--- config.mk ---
export PLATFORM = sky130hd
export DESIGN_NAME = dram_req_scheduler
export DESIGN_NICKNAME = d
export VERILOG_FILES = /design/src/rtl/dram_pkg.sv /design/src/rtl/rr_pick.sv /design/src/rtl/dram_req_scheduler.sv
export SDC_FILE = /design/constraint.sdc
export NUM_CORES = 1
export LEC_CHECK = 0
export CORE_UTILIZATION = 58
export CTS_BUF_LIST = sky130_fd_sc_hd__clkbuf_2
export CTS_CLUSTER_SIZE = 30
export DETAILED_ROUTE_END_ITERATION = 10
export PLACE_DENSITY = 0.83
export SYNTH_ARGS = -nofsm -noshare
export SYNTH_HDL_FRONTEND = slang
export SYNTH_SLANG_ARGS = --single-unit
--- constraint.sdc ---
create_clock -name CLK -period 5.5 [get_ports CLK]
set_input_delay 0.825 -clock CLK [delete_from_list [all_inputs] [get_ports CLK]]
set_output_delay 0.825 -clock CLK [all_outputs]
set_load 0.05 [all_outputs]
--- src/rtl/dram_pkg.sv ---
// Shared address layout and scheduler state encoding for the DRAM request scheduler.
package dram_pkg;

  // Address layout: column in [12:0], bank in [15:13], row in [31:16]
  localparam int BANK_OFF  = 13;
  localparam int BANK_W    = 3;
  localparam int ROW_OFF   = 16;
  localparam int ROW_W     = 16;
  localparam int NUM_BANKS = 1 << BANK_W;

  typedef enum logic [1:0] {
    IDLE    = 2'd0,
    ISSUE   = 2'd1,
    BUSY    = 2'd2,
    REFRESH = 2'd3
  } sched_state_t;

endpackage

--- src/rtl/rr_pick.sv ---
// Combinational round-robin picker: lowest set bit of reqMask at or after ptr, wrapping.
module rr_pick #(
  parameter int N  = 4,
  parameter int IW = $clog2(N)
) (
  input  logic [N-1:0]  reqMask,
  input  logic [IW-1:0] ptr,
  output logic [N-1:0]  grantOh,
  output logic [IW-1:0] grantIdx
);

  logic          found;
  logic [IW-1:0] j;

  always_comb begin
    grantOh  = '0;
    grantIdx = '0;
    found    = 1'b0;
    j        = '0;
    for (int i = 0; i < N; i++) begin
      j = IW'((int'(ptr) + i) % N);
      if (!found && reqMask[j]) begin
        found       = 1'b1;
        grantOh[j]  = 1'b1;
        grantIdx    = j;
      end
    end
  end

endmodule

--- src/rtl/dram_req_scheduler.sv ---
// Row-hit-first / round-robin arbiter feeding the DRAM command FSM, with per-bank open-row tracking.
// Optional hit/miss counters are enabled with the DRAM_SCHED_STATS_EN macro.
module dram_req_scheduler
  import dram_pkg::*;
#(
  parameter int NUM_REQ        = 4,
  parameter int ADDR_W         = 32,
  parameter int MAX_HIT_STREAK = 4
) (
  input  logic                        CLK,
  input  logic                        nRST,
  input  logic [NUM_REQ-1:0]          req_valid,
  input  logic [NUM_REQ-1:0]          req_write,
  input  logic [NUM_REQ*ADDR_W-1:0]   req_addr,
  output logic [NUM_REQ-1:0]          req_ready,
  output logic                        cmd_valid,
  input  logic                        cmd_ready,
  output logic [ADDR_W-1:0]           cmd_addr,
  output logic                        cmd_write,
  output logic                        cmd_row_hit,
  output logic [$clog2(NUM_REQ)-1:0]  cmd_id,
  input  logic                        xfer_done,
  input  logic                        rf_req,
  input  logic                        tREF_done,
  output logic                        ref_hold
`ifdef DRAM_SCHED_STATS_EN
  ,
  output logic [31:0]                 stat_hits,
  output logic [31:0]                 stat_misses
`endif
);

  localparam int IW = $clog2(NUM_REQ);

  sched_state_t        state, stateNext;
  logic [ADDR_W-1:0]   reqAddr [NUM_REQ];
  logic [NUM_REQ-1:0]  hitMask, hitOh, allOh, winOh;
  logic [IW-1:0]       hitIdx, allIdx, winIdx, rrPtr;
  logic [3:0]          streak;
  logic                useHit, pick, handshake, cmdBypass;
  logic                bankOpen [NUM_BANKS];
  logic [ROW_W-1:0]    bankRow  [NUM_BANKS];
  logic [BANK_W-1:0]   cmdBank;
  logic [ROW_W-1:0]    cmdRow;

  always_comb begin
    hitMask = '0;
    for (int i = 0; i < NUM_REQ; i++) begin
      reqAddr[i] = req_addr[i*ADDR_W +: ADDR_W];
      hitMask[i] = req_valid[i] && bankOpen[reqAddr[i][BANK_OFF +: BANK_W]] &&
                   (bankRow[reqAddr[i][BANK_OFF +: BANK_W]] == reqAddr[i][ROW_OFF +: ROW_W]);
    end
  end

  rr_pick #(.N(NUM_REQ), .IW(IW)) uHitPick (
    .reqMask (hitMask),
    .ptr     (rrPtr),
    .grantOh (hitOh),
    .grantIdx(hitIdx)
  );

  rr_pick #(.N(NUM_REQ), .IW(IW)) uAllPick (
    .reqMask (req_valid),
    .ptr     (rrPtr),
    .grantOh (allOh),
    .grantIdx(allIdx)
  );

  // The hit bypass is only honoured while the streak budget lasts, so misses cannot starve
  assign useHit    = (|hitMask) && (streak < 4'(MAX_HIT_STREAK));
  assign winOh     = useHit ? hitOh : allOh;
  assign winIdx    = useHit ? hitIdx : allIdx;
  assign pick      = (state == IDLE) && !rf_req && (|req_valid);
  assign handshake = (state == ISSUE) && cmd_ready;
  assign cmdBank   = cmd_addr[BANK_OFF +: BANK_W];
  assign cmdRow    = cmd_addr[ROW_OFF +: ROW_W];

  always_ff @(posedge CLK or negedge nRST) begin
    if (!nRST) state <= IDLE;
    else       state <= stateNext;
  end

  always_comb begin
    stateNext = state;
    cmd_valid = 1'b0;
    ref_hold  = 1'b0;
    unique case (state)
      IDLE: begin
        if (rf_req)              stateNext = REFRESH;
        else if (|req_valid)     stateNext = ISSUE;
      end
      ISSUE: begin
        cmd_valid = 1'b1;
        if (cmd_ready) stateNext = BUSY;
      end
      BUSY: begin
        if (xfer_done) stateNext = IDLE;
      end
      REFRESH: begin
        ref_hold = 1'b1;
        if (tREF_done) stateNext = IDLE;
      end
      default: stateNext = IDLE;
    endcase
  end

  always_ff @(posedge CLK or negedge nRST) begin
    if (!nRST) begin
      req_ready   <= '0;
      cmd_addr    <= '0;
      cmd_write   <= 1'b0;
      cmd_row_hit <= 1'b0;
      cmd_id      <= '0;
      cmdBypass   <= 1'b0;
      rrPtr       <= '0;
      streak      <= '0;
      for (int b = 0; b < NUM_BANKS; b++) begin
        bankOpen[b] <= 1'b0;
        bankRow[b]  <= '0;
      end
    end else begin
      req_ready <= pick ? winOh : '0;
      if (pick) begin
        cmd_addr    <= reqAddr[winIdx];
        cmd_write   <= req_write[winIdx];
        cmd_row_hit <= hitMask[winIdx];
        cmd_id      <= winIdx;
        // A hit that round-robin would have chosen anyway does not consume streak budget
        cmdBypass   <= useHit && (hitIdx != allIdx);
      end
      if (handshake) begin
        bankOpen[cmdBank] <= 1'b1;
        bankRow[cmdBank]  <= cmdRow;
        rrPtr             <= (cmd_id == IW'(NUM_REQ - 1)) ? '0 : cmd_id + 1'b1;
        if (!cmdBypass)                           streak <= '0;
        else if (streak != 4'(MAX_HIT_STREAK))    streak <= streak + 4'd1;
      end
      if ((state == REFRESH) && tREF_done) begin
        streak <= '0;
        for (int b = 0; b < NUM_BANKS; b++) bankOpen[b] <= 1'b0;
      end
    end
  end

`ifdef DRAM_SCHED_STATS_EN
  always_ff @(posedge CLK or negedge nRST) begin
    if (!nRST) begin
      stat_hits   <= '0;
      stat_misses <= '0;
    end else if (handshake) begin
      if (cmd_row_hit) begin
        if (stat_hits != '1) stat_hits <= stat_hits + 32'd1;
      end else begin
        if (stat_misses != '1) stat_misses <= stat_misses + 32'd1;
      end
    end
  end
`endif

endmodule

; Word-level counts from Yosys, hierarchy flattened
; Index checks and enable logic that the tools add are counted.
[classes]
eq_ne = 15
n_mul = 0
n_reduce_logical = 38
n_div = 0
magnitude_cmp = 17
mux = 100
bitwise_logic = 13
addsub = 5
shifts = 0
[ops]
columns = op, n
row1 = $bmux W16 S3, 4
row2 = $mux W16, 9
row3 = $bwmux W128, 1
row4 = $bmux W32 S2, 1
row5 = $eq A16 B16 Y1, 4
row6 = $mux W32, 2
row7 = $mux W4, 14
row8 = $demux W16 S3, 1
row9 = $mux W1, 31
row10 = $mux W2, 15
row11 = $logic_and A1 B1 Y1, 25
row12 = $or A4 B4 Y4, 6
row13 = $bmux W1 S2, 10
row14 = $ge A4 B4 Y1 const B, 5
row15 = $not A3 Y4, 5
row16 = $mux W8, 2
row17 = $lt A2 B3 Y1 const B, 5
row18 = $bmux W1 S3, 4
row19 = $demux W1 S2, 4
row20 = $ge A2 B1 Y1 const B, 4
row21 = $or A8 B8 Y8, 1
row22 = $pmux W2 S4, 1
row23 = $reduce_or A4 Y1, 2
row24 = $logic_not A1 Y1, 7
row25 = 19 further kinds, 25
[word_totals]
mem_bits_ro = 0
mem_count = 0
ramBits = 0
word_cells = 213
latchBits = 0
out_inout_bits = 42
ff_bits = 185

; Depth between registers and ports, before layout
; Gate-level depths: netlist (run 1).
[logic_depth]
depth_word = 23
mapped_depth = 18

; Modules after synthesis
; A second synthesis (run 1) with hierarchy kept.
[hier_totals]
hier_cells = 1082
hier_area_um2 = 13964.6
[by_module_without_submodules]
columns = module, instances, cells_per_inst, area_each_um2, seq_area_each_um2
row1 = dram_req_scheduler, 1, 988, 13106.3, 4629.4
row2 = rr_pick at uAllPick, 1, 48, 439.2, 0.0
row3 = rr_pick at uHitPick, 1, 46, 419.2, 0.0

; Worst setup path before layout (run 1)
; OpenSTA, ideal clock, no wires.
[synth_timing]
path_type = input-to-reg
start = input req_addr[45]
end = register cmd_addr[13]
arrival_ns = 4.509
path_buffers = 6
slack_ns = 0.848
cell_stages = 18
setup_time_ns = 0.142
cell_sequence = buf_2 -> buf_2 -> buf_2 -> mux4_2 -> mux2i_1 -> xnor2_1 -> nor4_1 -> nand2_1 -> or3_1 -> o22a_1 -> o32a_1 -> and2_4 -> buf_6 -> a21oi_4 -> buf_12 -> buf_12 -> mux2i_1 -> o221ai_1
[synth_between]
elab_chain_cells = 23
elab_cells_between_ends = 38
classes_between = eq/ne (1) / mux (25) / bitwise (2) / reduce/logical (10)
[synth_rtl]
columns = element, line_no
row1 = start: declaration, dram_req_scheduler.sv:14  ; input logic [NUM_REQ*ADDR_W-1:0] req_addr,
row2 = $not A3 Y4 (implied by the code), "dram_req_scheduler.sv:50, dram_req_scheduler.sv:51"
row3 = $bmux W16 S3 or $bmux W1 S3 (tied branches), "dram_req_scheduler.sv:51, dram_req_scheduler.sv:50"
row4 = $mux W16 (implied by the code) or $mux W1 (tied branches) (2 in series), "dram_req_scheduler.sv:51, dram_req_scheduler.sv:50"
row5 = $eq A16 B16 Y1 or $logic_and A1 B1 Y1 (tied branches), "dram_req_scheduler.sv:51, dram_req_scheduler.sv:50"
row6 = $logic_and A1 B1 Y1, dram_req_scheduler.sv:50  ; hitMask[i] = req_valid[i] && bankOpen[reqAddr[i][BANK_OFF +: BANK_W]] &&
row7 = $bmux W1 S2, rr_pick.sv:22  ; if (!found && reqMask[j]) begin
row8 = $mux W1 (implied by the code), rr_pick.sv:22
row9 = $mux W1, rr_pick.sv:22
row10 = (+5 left out), n/a
row11 = $mux W1, rr_pick.sv:22
row12 = $logic_not A1 Y1, rr_pick.sv:22
row13 = $logic_and A1 B1 Y1, rr_pick.sv:22
row14 = $mux W2, rr_pick.sv:22
row15 = $mux W2, dram_req_scheduler.sv:72  ; assign winIdx = useHit ? hitIdx : allIdx;
row16 = $not A2 Y3 (implied by the code), dram_req_scheduler.sv:124  ; cmd_addr <= reqAddr[winIdx];
row17 = $bmux W32 S2 *, dram_req_scheduler.sv:124
row18 = $mux W32 (implied by the code) * (2 in series), dram_req_scheduler.sv:124
row19 = end signal: assignment, dram_req_scheduler.sv:124
row20 = end: declaration, dram_req_scheduler.sv:18  ; output logic [ADDR_W-1:0] cmd_addr,
; Mark *: on every way between the ends. The rest lies on a longest branch, timed or not. The select of a mux whose other input is x is not followed.
; A chain may end at the register's enable or synchronous reset.

; Worst setup path after layout (run 1)
[layout_timing]
start = input req_addr[45]
end = register cmd_addr[24]
[layout_between]
elab_chain_cells = 23
elab_cells_between_ends = 38
classes_between = eq/ne (1) / mux (25) / bitwise (2) / reduce/logical (10)
[layout_rtl]
columns = element, line_no
row1 = $not A3 Y4 (implied by the code) *, "dram_req_scheduler.sv:50, dram_req_scheduler.sv:51"
row2 = $bmux W16 S3 or $bmux W1 S3 (tied branches), "dram_req_scheduler.sv:51, dram_req_scheduler.sv:50"
row3 = $mux W16 (implied by the code) or $mux W1 (tied branches) (2 in series), "dram_req_scheduler.sv:51, dram_req_scheduler.sv:50"
row4 = $eq A16 B16 Y1 or $logic_and A1 B1 Y1 (tied branches), "dram_req_scheduler.sv:51, dram_req_scheduler.sv:50"
row5 = $logic_and A1 B1 Y1 *, dram_req_scheduler.sv:50
row6 = $bmux W1 S2, rr_pick.sv:22
row7 = $mux W1 (implied by the code), rr_pick.sv:22
row8 = $mux W1, rr_pick.sv:22
row9 = (+5 left out), n/a
row10 = $mux W1, rr_pick.sv:22
row11 = $logic_not A1 Y1, rr_pick.sv:22
row12 = $logic_and A1 B1 Y1, rr_pick.sv:22
row13 = $mux W2, rr_pick.sv:22
row14 = $mux W2 *, dram_req_scheduler.sv:72
row15 = $not A2 Y3 (implied by the code) *, dram_req_scheduler.sv:124
row16 = $bmux W32 S2 *, dram_req_scheduler.sv:124
row17 = $mux W32 (implied by the code) * (2 in series), dram_req_scheduler.sv:124
; Marks and branches as above.

==> flow_summary.yaml, run 1 <==
outcome:
  outcome: "finished with violations"
  violations: "capacitance limit"
timing:
  min_period_ps: 4619
  fin_crit_sh_pct: 83.98
  fin_tns_setup_ps: 0
  maxSlewHeadroom_pct: 0.7812
  hold_viol_final: 0
  tightest_slew_ps: 1480
  fmax_mhz: 216.5
  skew_ps: 68.98
  timing.hold.ws_ps: 490.0
  rsz0062_at_grt: "no"
  maxSlewViolCount: 0
  finalSetupViolCount: 0
worst_setup_path:
  crit_path_top_delay_cell: "or4b_2"
  path_buf_inv: 3
  cpMostUsedCell: "mux2i_1"
  crit_chain: "clkdlybuf4s50_1 -> buf_4 -> mux4_2 -> mux2i_1 -> xor2_1 -> or4b_2 -> or3_1 -> o22a_1 -> o32a_1 -> and2_4 -> a21oi_4 -> buf_12 -> mux2i_1 -> o221ai_1"
  crit_arrival_ps: 5300
  required_ps: 6180
  cp_slowest_stage_delay_ps: 690
  critPathKind: "in -> reg"
  critPathLaunchType: "input pin"
  end_kind: "flop"
  cp_top_family: "simple AND/OR/NAND/NOR gates"
  cp_max_fo: 16
clocking:
  cts.sinks: 185
  clockRootBuffer: "clkbuf_2"
  clk_pin_slew_ps: 340
  htree_num_levels: 4
  cts_tree: "built"
  clock_latency_ps: 840
  cts_made_buffers: 17
  cts_resized: 0
  clockBufferDepth: 2
placed_design:
  portBuffers: 183
  placed_cell_area_sq_mm: 0.01657
  gp_congestion: 1.084
  hpwl_microns: 34590
synthesis:
  synth_fa_ha_area_share_pct: 0.9711
  synth.ff_latch_count: 185
  muxShareOfSynthArea_pct: 39.67
  synth_area_per_cell_sq_um: 11.48
  yosys-top-cells-area: "dfrtp_1 33%, mux2i_1 14%, mux4_2 13%"
  syn_nets: 1387
  synthSimpleGateAreaFrac_pct: 10.13
  synth_compound_area_share_pct: 9.729
  syn-cell-area_sq_mm: 0.01417
  synth-edff-count: 0
  yosys_warnings: 0
  synth_cell_type_count: 80
  synth_top_area_cell: "dfrtp_1"
  synth_top_flop_cell: "dfrtp_1"
  yosysTopAreaCellShare_pct: 32.67
  synth_top_family_by_area: "multiplexers"
  synth_xor_area_share_pct: 2.966
  synthCells: 1234
  synthArstFlopShare_pct: 100.0
  seq_area_frac_synth_pct: 32.67
die:
  rows: 56
  io_pins: 184
  die_area_sq_mm: 0.02506
  die_w_microns: 158.3
  die_h_microns: 158.3
  start_util_pct: 59.84
  core_area_sq_mm: 0.02368
drt:
  viasPerCell: 7.135
  drtPass1Iterations: 8
  drc: 0
  wirelength_microns: 47550
  antenna_left: 0
  wire_per_inst_microns: 26.97
  vias: 12579
  initialDrtViolationCount: 1255
final_layout:
  area.growth.synth_to_final_pct: 18.90
  nets: 1582
  nFillCells: 1726
  utilization_pct: 71.15
  layout-drive-gt1-share_pct: 25.59
  fin_area_sq_mm: 0.01685
global_route:
  gr-total-overflow: 0
  antenna_found_initial: 2
  top_usage_layer: "met2"
  grt_max_degree: 114
  use_met1_pct: 50.40
  grt_pass1_vias: 12508
  gr-usage-met2_pct: 60.74
  grt_pass1_wl_microns: 72980
  grtUsageMet3_pct: 9.608
  grtUsageTotal_pct: 39.36
power_and_ir_drop:
  p_leak_nw: 7.319
  powerDensity_mw_per_mm2: 489.0
  max-vdd-ir-drop_mv: 0.3005
flow_run:
  cap_violations: 1
worst_hold_path:
  hp-class: "in -> async"
-- Yosys cell counts, types with 20 or more instances --
master / instances
o21ai_0: 23
nand2_1: 83
mux2_2: 157
xor2_1: 23
mux2i_1: 196
nor2b_1: 20
dfrtp_1: 185
a21oi_1: 26
mux4_2: 80
buf_2: 29
xnor2_1: 25
nor2_1: 37
clkbuf_1: 30
nor3_1: 20
o221ai_1: 33
-- through the flow --
step	total power [mW]	instances	setup WS, ps
global placement	7.183	1728	255.5
global route	8.647	1763	687.3
CTS	8.143	1761	954.4
finish	8.240	1763	881.0
detailed placement	7.367	1728	80.20
floorplan	5.911	1234	848.3
-- sequential cells by signal, summed over array words and instances, names as in the netlist --
register and count:
bankOpen 8, cmdBypass 1, bankRow 128, cmd_row_hit 1
req_ready 4, rrPtr 2, cmd_id 2, state 2
streak 4, cmd_write 1, cmd_addr 32
-- layout make-up --
cell class                      count  area (sq um)  share of cell area [%]
Inverter                           16         60.06                  0.3564
Tap cell                          319         399.1                   2.369
Clock buffer                       17         85.08                  0.5049
Clock inverter                     15         180.2                   1.069
Timing Repair Buffer              257          2464                   14.62
Multi-Input combinational cell    952          9029                   53.58
Sequential cell                   185          4629                   27.47
Antenna cell                        2         5.005                 0.02970
-- report_power, final --
| group | total [mW] | internal, mW | switching (mW) |
|---|---|---|---|
| Clock | 0.778 | 0.196 | 0.582 |
| Sequential | 2.79 | 1.94 | 0.851 |
| Combinational | 4.67 | 2.25 | 2.42 |
| Total | 8.24 | 4.39 | 3.85 |
-- path summary, 6_finish.rpt --
check | from | end | slack [ps] | cells past startpoint
setup / recovery | req_addr[45] | cmd_addr[24]$_DFFE_PN0P_ | 880 | 14
hold / removal | nRST | rrPtr[1]$_DFFE_PN0P_ | 490 | 2
setup reg to reg | bankRow[66]$_DFFE_PN0P_ | cmd_addr[24]$_DFFE_PN0P_ | 1040 | 13
hold reg to reg | cmd_row_hit$_DFFE_PN0P_ | cmd_row_hit$_DFFE_PN0P_ | 530 | 2
max in group asynchronous | nRST | bankRow[93]$_DFFE_PN0P_ | 3900 | 3
min in group CLK | cmd_row_hit$_DFFE_PN0P_ | cmd_row_hit$_DFFE_PN0P_ | 530 | 2
-- cells by family (layout without fill, tap and decap cells) --
kind of cell,count (synthesis),after routing
xor+xnor,48,48
mux,437,437
simple gates,270,270
buf+inv,97,305
other cells,0,2
flops,185,185
compound gates,186,186
fa+ha+maj,11,11
-- per-layer routing --
| metal | part of all wire [%] | wire length (microns) | vias up |
|---|---|---|---|
| li1 | - | - | 5202 |
| met1 | 37 | 17550 | 6164 |
| met2 | 45 | 21200 | 982 |
| met3 | 12 | 5692 | 231 |
| met4 | 6.5 | 3105 | 0 |
| met5 | 0 | 0 | - |
-- timing repair --
item                      in CTS  in global routing
hold buffers                   1                  0
setup buffers                  0                  0
hold endpoints to repair      30                  0
-- layout by cell type, fill, tap and decap left out, types with 23 or more instances in the layout --
master	n
mux2_2	157
clkdlybuf4s50_1	174
mux2i_1	196
xnor2_1	25
o221ai_1	33
a21oi_1	26
nor2_1	36
dfrtp_1	185
nand2_1	83
mux4_2	80
buf_4	64
o21ai_0	23
xor2_1	23
Note: power is estimated with default switching activity, not from simulation.
==> run 2, diff against run 1 <==
- clock period: 5.5 -> 4.4 ns (I/O delays scaled with it)
==> run 2 against run 1 <==
  * The run now ends clean
  * Routed wire length grew 4.2%
  * First-iteration DRC count decreased by 6.0%
  * Hold slack got worse by 42 ps
  * Worst setup slack got worse by 800 ps
==> flow_summary.yaml, run 2 (synthesis results as in run 1) <==
outcome:
  outcome: "complete, no violations"
power_and_ir_drop:
  combPwrFrac_pct: 58.4
  switching_share_pct: 46.04
  p_int_mw: 5.772
  max-vdd-ir-drop_mv: 0.3505
  powerDensity_mw_per_mm2: 598.1
  seqPwrFrac_pct: 33.1
  p_clk_share_pct: 8.5
  p_total_mw: 10.70
  power_switching_mw: 4.925
  p_leak_nw: 7.941
drt:
  viasPerCell: 6.929
  initialDrtViolationCount: 1180
  drc: 0
  vias: 12999
  antenna_left: 0
  wirelength_microns: 49530
  wire_per_inst_microns: 26.40
  drtPass1Iterations: 6
final_layout:
  top_register: "bankRow"
  nets: 1698
  layout-drive-gt1-share_pct: 31.30
  area.growth.synth_to_final_pct: 26.20
  multi_input_area_sq_mm: 0.009039
  seqCellArea_sq_mm: 0.004633
  final_common_cell: "mux2i_1"
  fin_area_sq_mm: 0.01789
  nFillCells: 1614
  largestRegisters: "bankRow: 128 flops, cmd_addr: 32 flops, bankOpen: 8 flops"
  largest_register_ff_count: 128
  mostFrequentLayoutCells: "196 x mux2i_1, 182 x dfrtp_1, 174 x clkdlybuf4s50_1, 166 x buf_4, 157 x mux2_2"
  utilization_pct: 75.52
placed_design:
  portBuffers: 183
  place_ws_ps: -601.3
  hpwl_microns: 35750
  gp_congestion: 0.9917
  placed_cell_area_sq_mm: 0.01754
die:
  start_util_pct: 59.84
  die_w_microns: 158.3
  die_area_sq_mm: 0.02506
  core_area_sq_mm: 0.02368
  rows: 56
  io_pins: 184
  die_h_microns: 158.3
global_route:
  gr-total-overflow: 0
  antenna_found_initial: 1
  grtUsageTotal_pct: 39.96
  grt_max_degree: 119
  grt_pass1_wl_microns: 74070
  grt_pass1_vias: 13068
clocking:
  cts_tree: "built"
  cts_made_buffers: 17
  htree_num_levels: 4
  clockBufferDepth: 2
  clockRootBuffer: "clkbuf_2"
  clk_pin_slew_ps: 290
  cts.sinks: 185
  clock_latency_ps: 830
timing:
  timing.hold.ws_ps: 448.2
  setup_ws_ps: 78.30
  finalSetupViolCount: 0
  fmax_mhz: 231.4
  fin_crit_sh_pct: 98.22
  tightest_slew_ps: 998.8
  hold_viol_final: 0
  min_period_ps: 4322
  maxSlewViolCount: 0
  skew_ps: 51.81
  maxSlewHeadroom_pct: 33.42
worst_setup_path:
  end_kind: "flop"
  crit_arrival_ps: 5010
  cp_max_fo: 17
  critPathLaunchType: "flop"
  required_ps: 5090
  critPathKind: "reg -> reg"
worst_hold_path:
  hp-class: "in -> async"
flow_run:
  cap_violations: 0
## run 2: cell count changes in the layout (fill, tap and decap cells not counted), moves of 2 or more
cell        previous run  this run
inv_8                  4         0
clkbuf_16              0         2
buf_12                 9        21
buf_4                 64       166
dfrtp_2                0         3
clkinv_8               3         0
clkinvlp_4             1         3
dfrtp_1              185       182
## run 2: through the flow
stage | instances | setup TNS [ps]
finish | 1876 | 0
global route | 1876 | -37.54
CTS | 1869 | 0
detailed placement | 1838 | -20140
global placement | 1838 | -16690
floorplan | 1234 | 0
## run 2: cell type report
| cell class | count | area share, % |
|---|---|---|
| multi-input combinational | 952 | 50.54 |
| sequential | 185 | 25.90 |
| timing repair buffer | 373 | 19.69 |
| tap | 319 | 2.232 |
| clock inverter | 12 | 0.7835 |
| clock buffer | 18 | 0.5037 |
| inverter | 16 | 0.3358 |
| antenna | 1 | 0.01399 |
## run 2: final timing paths
check	startpoint	endpoint	slack, ps	cells after the start
setup / recovery	bankRow[82]$_DFFE_PN0P_	cmd_addr[29]$_DFFE_PN0P_	80	14
hold / removal	nRST	streak[0]$_DFFE_PN0P_	450	2
setup reg to reg	bankRow[82]$_DFFE_PN0P_	cmd_addr[29]$_DFFE_PN0P_	80	14
hold reg to reg	cmd_addr[7]$_DFFE_PN0P_	cmd_addr[7]$_DFFE_PN0P_	520	2
max in group asynchronous	nRST	bankRow[77]$_DFFE_PN0P_	3000	3
min in group CLK	req_addr[66]	cmd_addr[2]$_DFFE_PN0P_	470	3
## run 2: routing by layer
metal / wire, microns / vias up / track usage (%)
met1: 17990 / 6294 / 49.34
li1: - / 5444 / -
met3: 6126 / 262 / 12.47
met5: 0 / - / 0
met4: 3403 / 0 / 23.58
met2: 22010 / 999 / 61.76
## run 2: critical path, cell delays in order (launching register included)
cell and delay [ps]:
dfrtp_2 510, mux4_1 560, mux2i_1 180, xnor2_1 200, o21bai_1 220, or4b_4 520, or4_1 410, o22a_1 210
o32a_1 310, and2_4 180, a21oi_4 170, buf_12 160, clkbuf_16 240, mux2i_1 210, o221ai_1 130
## run 2: repair_timing
item	CTS	global route
setup buffers	0	4
hold buffers	1	0
resized for setup	0	4
hold endpoints to repair	48	0
setup endpoints to repair	0	20
## run 2: power by group through the flow
| stage | Combinational, mW | Clock (mW) | Sequential (mW) |
|---|---|---|---|
| 3_3_place_gp | 5.72 | 0 | 3.43 |
| 5_1_grt | 6.57 | 0.972 | 3.63 |
| 6_report | 6.25 | 0.914 | 3.54 |
| 3_5_place_dp | 5.89 | 0 | 3.53 |
| 4_1_cts | 5.91 | 0.913 | 3.49 |
| 2_1_floorplan | 3.76 | 0 | 3.63 |
==> run 3, diff against run 2 <==
- CORE_MARGIN: not set -> 1
==> results of run 3 <==
Final layout, timing and power as in run 2 (identical DEF).
